<file path="src/rtl/comparador_serial_msb_if.sv">
// Request/result bundle for the serial MSB-first comparator.
// The master drives the operands and start; the slave returns status and results.
// Parameter N must match the operand width of the comparator it connects to.
interface comparador_serial_msb_if #(
  parameter int N = 8
);
  logic         start;
  logic [N-1:0] A;
  logic [N-1:0] B;
  logic [1:0]   mode;
  logic         sgn;
  logic         busy;
  logic         done;
  logic         Zout;
  logic         gt;
  logic         lt;
  logic         eq;

  modport master (
    output start, A, B, mode, sgn,
    input  busy, done, Zout, gt, lt, eq
  );

  modport slave (
    input  start, A, B, mode, sgn,
    output busy, done, Zout, gt, lt, eq
  );
endinterface

</file>
<file path="src/rtl/comparador_serial_msb.sv">
// Serial MSB-first magnitude comparator: K bits per cycle, P/Q relation kept in a register.
// Latency: N/K cycles from the start edge to done, or fewer with EARLY_EXIT once decided.
// Backpressure: none; start is only accepted in IDLE/DONE and ignored while busy.
module comparador_serial_msb #(
  parameter int N          = 8,
  parameter int K          = 1,
  parameter int EARLY_EXIT = 1
) (
  input  logic                     clk,
  input  logic                     reset,
  comparador_serial_msb_if.slave   bus
);

  localparam int STEPS = N / K;
  localparam int CW    = $clog2(STEPS) + 1;

  typedef enum logic [1:0] {
    S_IDLE = 2'd0,
    S_RUN  = 2'd1,
    S_DONE = 2'd2
  } state_t;

  state_t        r_state;
  logic [N-1:0]  r_sa;
  logic [N-1:0]  r_sb;
  logic [1:0]    r_mode;
  logic [1:0]    r_pq;
  logic [CW-1:0] r_cnt;
  logic          r_busy;
  logic          r_done;
  logic          r_zout;
  logic          r_gt;
  logic          r_lt;
  logic          r_eq;

  logic [K-1:0]  w_a;
  logic [K-1:0]  w_b;
  logic [1:0]    w_pq_nxt;
  logic          w_last;
  logic          w_term;
  logic          w_gt;
  logic          w_lt;
  logic          w_eq;
  logic          w_zsel;
  logic [N-1:0]  w_msk;

  // Current chunk is always the top K bits; the shift registers bring the next chunk up.
  assign w_a = r_sa[N-1 -: K];
  assign w_b = r_sb[N-1 -: K];

  // Flipping the MSB of both operands maps two's-complement order onto unsigned order.
  assign w_msk = {bus.sgn, {(N-1){1'b0}}};

  // Relation update: only an undecided (00) state looks at the chunk; a decision is sticky.
  always_comb begin
    w_pq_nxt = r_pq;
    if (r_pq == 2'b00) begin
      if (w_a > w_b)      w_pq_nxt = 2'b10;
      else if (w_a < w_b) w_pq_nxt = 2'b01;
    end
  end

  assign w_gt   = w_pq_nxt[1];
  assign w_lt   = w_pq_nxt[0];
  assign w_eq   = ~(w_pq_nxt[1] | w_pq_nxt[0]);
  assign w_last = (r_cnt == CW'(STEPS - 1));
  assign w_term = w_last || ((EARLY_EXIT != 0) && (w_pq_nxt != 2'b00));

  // Result select from the latched mode, computed from the relation being written.
  always_comb begin
    w_zsel = 1'b0;
    case (r_mode)
      2'b00:   w_zsel = w_gt;
      2'b01:   w_zsel = w_lt;
      2'b10:   w_zsel = w_eq;
      default: w_zsel = w_gt | w_eq;
    endcase
  end

  // Control FSM with registered status and result outputs.
  always_ff @(posedge clk or posedge reset) begin
    if (reset) begin
      r_state <= S_IDLE;
      r_sa    <= '0;
      r_sb    <= '0;
      r_mode  <= 2'b00;
      r_pq    <= 2'b00;
      r_cnt   <= '0;
      r_busy  <= 1'b0;
      r_done  <= 1'b0;
      r_zout  <= 1'b0;
      r_gt    <= 1'b0;
      r_lt    <= 1'b0;
      r_eq    <= 1'b0;
    end else begin
      case (r_state)
        S_IDLE, S_DONE: begin
          r_done <= 1'b0;
          if (bus.start) begin
            r_sa    <= bus.A ^ w_msk;
            r_sb    <= bus.B ^ w_msk;
            r_mode  <= bus.mode;
            r_pq    <= 2'b00;
            r_cnt   <= '0;
            r_busy  <= 1'b1;
            r_zout  <= 1'b0;
            r_gt    <= 1'b0;
            r_lt    <= 1'b0;
            r_eq    <= 1'b0;
            r_state <= S_RUN;
          end else begin
            r_state <= S_IDLE;
          end
        end
        S_RUN: begin
          r_pq  <= w_pq_nxt;
          r_sa  <= r_sa << K;
          r_sb  <= r_sb << K;
          r_cnt <= r_cnt + 1'b1;
          if (w_term) begin
            r_state <= S_DONE;
            r_busy  <= 1'b0;
            r_done  <= 1'b1;
            r_gt    <= w_gt;
            r_lt    <= w_lt;
            r_eq    <= w_eq;
            r_zout  <= w_zsel;
          end
        end
        default: r_state <= S_IDLE;
      endcase
    end
  end

  assign bus.busy = r_busy;
  assign bus.done = r_done;
  assign bus.Zout = r_zout;
  assign bus.gt   = r_gt;
  assign bus.lt   = r_lt;
  assign bus.eq   = r_eq;

endmodule

</file>
<file path="src/flat_wrapper.sv">
// flat-port wrapper written by rule: the top's interface ports become plain ports
module comparador_serial_msb_flat 
#(
  parameter int N          = 8,
  parameter int K          = 1,
  parameter int EARLY_EXIT = 1
)
  (clk, reset, bus_start, bus_A, bus_B, bus_mode, bus_sgn, bus_busy, bus_done, bus_Zout, bus_gt, bus_lt, bus_eq);
  comparador_serial_msb_if #(.N(N)) bus_i ();
  input  logic clk;
  input  logic reset;
  input wire logic [$bits(bus_i.start)-1:0] bus_start;
  input wire logic [$bits(bus_i.A)-1:0] bus_A;
  input wire logic [$bits(bus_i.B)-1:0] bus_B;
  input wire logic [$bits(bus_i.mode)-1:0] bus_mode;
  input wire logic [$bits(bus_i.sgn)-1:0] bus_sgn;
  output wire logic [$bits(bus_i.busy)-1:0] bus_busy;
  output wire logic [$bits(bus_i.done)-1:0] bus_done;
  output wire logic [$bits(bus_i.Zout)-1:0] bus_Zout;
  output wire logic [$bits(bus_i.gt)-1:0] bus_gt;
  output wire logic [$bits(bus_i.lt)-1:0] bus_lt;
  output wire logic [$bits(bus_i.eq)-1:0] bus_eq;
  assign bus_i.start = bus_start;
  assign bus_i.A = bus_A;
  assign bus_i.B = bus_B;
  assign bus_i.mode = bus_mode;
  assign bus_i.sgn = bus_sgn;
  assign bus_busy = bus_i.busy;
  assign bus_done = bus_i.done;
  assign bus_Zout = bus_i.Zout;
  assign bus_gt = bus_i.gt;
  assign bus_lt = bus_i.lt;
  assign bus_eq = bus_i.eq;
  comparador_serial_msb #(.N(N), .K(K), .EARLY_EXIT(EARLY_EXIT)) u_core (.clk(clk), .reset(reset), .bus(bus_i));
endmodule
</file>
<file path="config.mk">
export PLATFORM = sky130hd
export DESIGN_NAME = comparador_serial_msb_flat
export DESIGN_NICKNAME = d
export VERILOG_FILES = /design/src/rtl/comparador_serial_msb_if.sv /design/src/rtl/comparador_serial_msb.sv /design/src/flat_wrapper.sv
export SDC_FILE = /design/constraint.sdc
export NUM_CORES = 1
export LEC_CHECK = 0
export CAP_MARGIN = 5
export CORE_ASPECT_RATIO = 1.2
export CORE_MARGIN = 10
export CORE_UTILIZATION = 54
export CTS_CLUSTER_DIAMETER = 100
export CTS_CLUSTER_SIZE = 20
export DETAILED_ROUTE_END_ITERATION = 8
export MAX_ROUTING_LAYER = met4
export PLACE_DENSITY = 0.83
export SYNTH_ARGS = -nofsm -noshare
export SYNTH_HDL_FRONTEND = slang
export SYNTH_SLANG_ARGS = --single-unit
</file>
<file path="constraint.sdc">
create_clock -name clk -period 5.3 [get_ports clk]
set_clock_uncertainty 0.15 [all_clocks]
set_input_delay 1.06 -clock clk [delete_from_list [all_inputs] [get_ports clk]]
set_output_delay 1.06 -clock clk [all_outputs]
set_load 0.05 [all_outputs]
</file>
==> summary.md, run 1 <==
| Metric | Value |
|---|---|
| Status | `complete, no violations` |
| R2R cell count | `6` |
| Vias in the first global route | `1209` |
| Die area | `5180 um^2` |
| Inserted Diodes | `0` |
| Setup TNS | `0 ns` |
| # IOs | `28` |
| Register area share after synthesis | `55.0%` |
| CP arrival | `1.53 ns` |
| Final setup fails | `0` |
| Avg Inst Size Synth | `10.3 um^2` |
| RSZ-0062 raised after global routing | `no` |
| First-pass GRT wire length | `5.37 mm` |
| Clock transition at path regs | `0.10 ns` |
| Total of max-cap violations | `0` |
| RR Endpoint | `u_core.bus.Zout` |
| YS warnings | `0` |
| Total number of H-tree levels | `2` |
| Mapped cell area | `1460 um^2` |
| Cell taking the most area after synthesis | `dfrtp_1` |
| Crit path max fanout | `2` |
| Clock latency at the later pin of the worst-skew pair | `0.33 ns` |
| Yosys reg bits | `32` |
| Mapped Cells | `141` |
| Number of synthesized flops with an enable pin | `0` |
| Worst Setup Start Kind | `register` |
| Maximum vdd drop | `0.333 mV` |
| Antenna violations before repair | `0` |
| Area grow syn2layout | `27.0%` |
| CTS resizes | `0` |
| Gpl congestion | `0.777` |
| Rows | `20` |
| Inserted Clock Buffers | `5` |
| Critical-path cell with the highest stage delay | `clkdlybuf4s50_1` |
| Relative slew slack | `66.4%` |
| Buf/Inv on CP | `1` |
| Worst setup path endpoint | `bus_Zout` |
| Vias per cell | `5.62` |
| Share of layout cells above drive strength 1 | `11.0%` |
| Die W | `67.4 um` |
| Hpwl dp | `2.23 mm` |
| Critical path origin | `u_core.bus.Zout` |
| Setup ws final | `2.56 ns` |
| Post-synth ARST share | `100%` |
| # Post-CTS Setup Buffers | `0` |
| Post-Place Cells | `197` |
| Drt pass-1 iters | `5` |
| Synth area leaders | `dfrtp_1 (55%), nand2_1 (9.0%), a22oi_1 (6.2%)` |
| Final total power | `1.10 mW` |
| CP Cell Sequence | `clkdlybuf4s50_1` |
| CP delay by family, top | `buffers and inverters` |
| Cts hold-fix bufs | `0` |
| R2R setup slack | `3.46 ns` |
| Primary FF master, synth | `dfrtp_1` |
| Clock sink count | `32` |
| Final Max Tran Viols | `0` |
| Worst path max stage delay | `0.81 ns` |
| Non-Filler Instances | `205` |
| Initial Util | `57.0%` |
| DR WL/cell | `15.0 um` |
| Input/output buffers | `27` |
| Cell variety after synth | `33` |
| CTS tree | `done` |
| Root Buffer | `clkbuf_4` |
| Mapped Nets | `166` |
| Area share of the largest cell type after synthesis | `55.0%` |
| Grt ovf | `0` |
| Largest net degree at the start of global routing | `33` |
| Final #Nets | `196` |
| Dpl ws | `2.57 ns` |
| Critical path depth | `1` |
| GRT Overall Usage | `13.4%` |
| Worst-margin pin slew | `0.503 ns` |
| Drt total wl | `3.08 mm` |
| Clock Path Buffers | `2` |
| Via count | `1153` |
| Number of hold violations in the final report | `0` |
| Final antenna-violating net count | `0` |
| Final Cycle Share | `51.7%` |
| Core area | `2550 um^2` |
| Number of DRC markers in iteration 0 | `74` |
| Leakage | `0.873 nW` |
| WP data required | `4.09 ns` |
| Worst r2r src | `u_core.r_sb[7]` |
| DIE HEIGHT | `76.9 um` |
| Worst setup EP type | `primary output` |
| Maximum clock frequency | `365 MHz` |
| DRC viols | `0` |
| Worst min path class | `register to register` |
| Post-layout min period | `2.74 ns` |
| PwrDens | `597 nW/um^2` |
| Crit path kind | `register to primary output` |
## cells by family (layout without fill, tap and decap cells)
kind of cell	count (synthesis)	count (layout)	synth area share, %
AND/OR/NAND/NOR	56	56	17.8
flip-flops	32	32	55.0
buffers and inverters	11	42	3.52
adder cells (fa/ha/maj)	3	3	2.58
XOR/XNOR	2	2	1.20
AO/OA/AOI/OAI	37	37	19.9
## how the worst min path moves through the flow
| stage | depth (start not counted) | from | endpoint | slack [ns] |
|---|---|---|---|---|
| after detailed placement | 2 | u_core.r_sa[5] | u_core.r_sa[5] | 0.31 |
| after floorplan | 1 | u_core.r_cnt[3] | u_core.r_cnt[3] | 0.29 |
| after CTS | 2 | u_core.r_sa[5] | u_core.r_sa[5] | 0.34 |
| final | 1 | u_core.r_cnt[3] | u_core.r_cnt[3] | 0.34 |
| after global routing | 2 | u_core.r_sa[4] | u_core.r_sa[5] | 0.36 |
| after global placement | 2 | u_core.r_sa[6] | u_core.r_sa[6] | 0.31 |
## cell usage in the layout, fill, tap and decap left out, types with 2 or more instances in the layout
cell type        count
nand2_1             35
a22oi_1             12
nor2b_1              3
xnor2_1              2
o21ai_0              7
a221o_1              2
buf_4                3
clkdlybuf4s50_1     27
o21ai_1              3
a22o_1               5
clkbuf_8             2
ha_1                 3
inv_1                4
nor2_1               6
dfrtp_1             32
nand2b_1             3
clkbuf_4             5
## flip-flops by register name, summed over array words and instances, names as in the netlist
signal	count
u_core.bus.eq	1
u_core.r_mode	2
u_core.r_state	2
u_core.bus.Zout	1
u_core.r_sb	8
u_core.r_cnt	4
u_core.bus.busy	1
u_core.r_sa	8
u_core.bus.gt	1
u_core.r_pq	2
u_core.bus.lt	1
u_core.bus.done	1
## Yosys cell counts (all sizes together), types with 2 or more instances
cell     instances
nor2             7
dfrtp           32
o21ai           10
o2bb2ai          2
a221o            2
inv              4
ha               3
xnor2            2
a22o             6
nand2           35
a22oi           12
nor2b            3
or2              2
nand2b           4
buf              6
## per-layer routing
metal	GRT usage (%)	part of all wire, %	vias to the layer above
li1	-	-	551
met4	3.70	0.62	0
met1	15.1	41	574
met3	4.65	4.8	2
met5	-	0	-
met2	21.6	53	26
## per-stage QoR
| stage | instance area (um^2) | utilization [%] | hold slack (ns) |
|---|---|---|---|
| floorplan | 1460 | - | 0.288 |
| global placement | 1750 | 68.7 | 0.309 |
| detailed placement | 1750 | 68.7 | 0.313 |
| CTS | 1850 | 72.4 | 0.338 |
| global route | 1850 | 72.4 | 0.362 |
| finish | 1850 | 72.4 | 0.336 |
## power by group
part	total (mW)	leakage [nW]	internal [mW]	switching, mW
clock network	0.207	0.0515	0.125	0.0814
logic	0.468	0.419	0.194	0.275
registers	0.428	0.403	0.352	0.0760
total	1.10	0.873	0.670	0.432
## final cells by class
type                       instances  area, um^2
sequential                        32         801
fill                             217         704
multi-input combinational         98         603
timing repair buffer              30         293
clock buffer                       7        65.1
tap                               33        41.3
clock inverter                     1        30.0
inverter                           4        15.0
Power figures use the tool's default switching activity.
==> run 2, diff against run 1 <==
CORE_UTILIZATION = 45   (was 54)
PLACE_DENSITY = 0.74   (was 0.83)
clock period = 2.5 ns   (was 5.3 ns; I/O delays follow)
==> summary.md, run 2 (same netlist as run 1, synthesis figures left out) <==
| Metric | Value |
|---|---|
| Status | `complete, no violations` |
| Commonest non-fill, non-tap cells in the layout | `nand2_1 (35), dfrtp_1 (32), clkdlybuf4s50_1 (27), a22oi_1 (12), o21ai_0 (7)` |
| CTS tree | `done` |
| Final hold slack | `0.323 ns (-0.0130 ns)` |
| Worst hold path depth | `1 (unchanged)` |
| GRT Max-Usage Layer | `met2` |
| Final total power | `2.30 mW (+110%)` |
| Number of hold violations in the final report | `0 (unchanged)` |
| Worst-margin pin slew | `0.523 ns (+0.0202 ns)` |
| Worst path max stage delay | `0.81 ns (about the same)` |
| Cell internal pwr | `1.37 mW (+100%)` |
| DR WL/cell | `15.3 um (+2.2%)` |
| Inserted Diodes | `0 (unchanged)` |
| Critical path depth | `1 (unchanged)` |
| Area grow syn2layout | `26.5%` |
| Total number of H-tree levels | `2 (unchanged)` |
| Cts hold-fix bufs | `0 (unchanged)` |
| Initial Util | `47.2% (-9.8 points)` |
| Number of DRC markers in iteration 0 | `74 (unchanged)` |
| Via count | `1124 (-2.5%)` |
| Sw power | `929 uW (+110%)` |
| Die area | `5920 um^2 (+14%)` |
| # IOs | `28 (unchanged)` |
| Grt ovf | `0 (unchanged)` |
| Root Buffer | `clkbuf_4` |
| Crit path kind | `register to primary output` |
| GRT Overall Usage | `12.1% (-1.3 points)` |
| Share of layout cells above drive strength 1 | `11.0% (-0.064 points)` |
| Antenna violations before repair | `0 (unchanged)` |
| Input/output buffers | `27 (unchanged)` |
| Final antenna-violating net count | `0 (unchanged)` |
| Clock Power Share | `16.8% (-1.9 points)` |
| PwrDens | `1250 nW/um^2 (+110%)` |
| Leakage | `0.868 nW (-0.49%)` |
| Critical-path cell with the highest stage delay | `clkdlybuf4s50_1` |
| FF/Latch Area | `801 um^2 (unchanged)` |
| Critical path origin | `u_core.bus.lt` |
| Layout Utilization | `59.7% (-13 points)` |
| R2R cell count | `5 (-1)` |
| Maximum clock frequency | `455 MHz` |
| Fillers | `272 (+25%)` |
| Rows | `22 (+10%)` |
| Worst min path class | `register to register` |
| Setup TNS | `0 ns (unchanged)` |
| Largest net degree at the start of global routing | `33 (unchanged)` |
| CP Cell Sequence | `clkdlybuf4s50_1` |
| Hpwl dp | `2.34 mm (+5.1%)` |
| CTS resizes | `0 (unchanged)` |
| Worst Setup Start Kind | `register` |
| Relative slew slack | `65.1% (-1.3 points)` |
| Drt total wl | `3.21 mm (+4.2%)` |
| Worst r2r src | `u_core.r_sa[7]` |
| Dpl ws | `0.270 ns (-2.30 ns)` |
| Register share of total power | `39.6% (+0.8 points)` |
| Multi-input logic area | `603 um^2 (unchanged)` |
| Combinational fraction of design power | `43.6% (+1.1 points)` |
| Buf/Inv on CP | `1 (unchanged)` |
| GRT met3 Usage | `4.06% (-0.59 points)` |
| Gpl congestion | `0.773 (-0.54%)` |
| Vias in the first global route | `1224 (+1.2%)` |
| Total of max-cap violations | `0 (unchanged)` |
| Crit path max fanout | `2 (unchanged)` |
| Area after DPL | `1760 um^2 (+0.64%)` |
| Drt pass-1 iters | `4 (-1)` |
| Clock sink count | `32 (unchanged)` |
| CP arrival | `1.55 ns (+0.02 ns)` |
| First-pass GRT wire length | `5.46 mm (+1.7%)` |
| Post-Place Cells | `201 (+2.0%)` |
| DIE HEIGHT | `82.3 um (+7.1%)` |
| Top flop regs | `u_core.r_sa: 8 flops, u_core.r_sb: 8 flops, u_core.r_cnt: 4 flops` |
| Post-layout min period | `2.20 ns` |
| Final setup fails | `0 (unchanged)` |
| Non-Filler Cell Area, Final | `1840 um^2 (-0.41%)` |
| DRC viols | `0 (unchanged)` |
| Met2 usage | `19.6% (-2.0 points)` |
| Final #Nets | `197 (+0.51%)` |
| Clock latency at the later pin of the worst-skew pair | `0.34 ns (about the same)` |
| Vias per cell | `5.38 (-4.4%)` |
| Setup ws final | `0.304 ns (-2.25 ns)` |
| Clock Path Buffers | `2 (unchanged)` |
| Final Max Tran Viols | `0 (unchanged)` |
| Met1 usage | `12.7% (-2.5 points)` |
| CP delay by family, top | `buffers and inverters` |
| Maximum vdd drop | `0.695 mV (+110%)` |
| Worst setup EP type | `primary output` |
| Clock transition at path regs | `0.11 ns (about the same)` |
| Inserted Clock Buffers | `5 (unchanged)` |
| Core area | `3080 um^2 (+21%)` |
| # Post-CTS Setup Buffers | `0 (unchanged)` |
| WP data required | `1.85 ns (-2.24 ns)` |
| Most common cell after layout, fill and taps aside | `nand2_1` |
| Hold Path Origin | `u_core.r_cnt[3]` |
| Final Cycle Share | `87.8%` |
| RSZ-0062 raised after global routing | `no` |
| Net Sw Frac | `40.4% (+1.2 points)` |
| Non-Filler Instances | `209 (+2.0%)` |
| Die W | `71.9 um (+6.7%)` |
==> run 2: worst paths after layout <==
check | end | slack (ns)
max | bus_lt | 0.30
min | u_core.r_cnt[3] | 0.32
max reg2reg | u_core.bus.Zout | 0.65
min reg2reg | u_core.r_cnt[3] | 0.32
max in group asynchronous | u_core.r_sb[3] | 1.52
min in group asynchronous | u_core.r_sb[0] | 0.38
==> run 2: cell type report <==
type / instances / share of cell area (%)
well taps: 36 / 2.45
repair buffers: 31 / 16.3
inverters: 4 / 0.816
multi-input cells: 98 / 32.8
clock inverters: 2 / 1.90
clock buffers: 6 / 2.24
flip-flops and latches: 32 / 43.5
==> run 2: per-layer routing <==
metal | vias up | share of wire [%]
met5 | - | 0
met4 | 0 | 2.2
met3 | 7 | 3.7
met2 | 28 | 49
met1 | 536 | 45
li1 | 553 | -
==> run 2: power groups by stage <==
stage / sequential (mW) / clock [mW] / combinational, mW
after floorplan: 0.995 / 0 / 0.655
after global placement: 0.904 / 0 / 0.980
after detailed placement: 0.919 / 0 / 1.00
after CTS: 0.910 / 0.398 / 1.02
after global routing: 0.947 / 0.418 / 1.13
final: 0.911 / 0.387 / 1.00
==> run 3, diff against run 2 <==
SLEW_MARGIN = 10   (was not set)
==> results of run 3 <==
The final DEF is identical to that of run 2; final timing and power are the same.
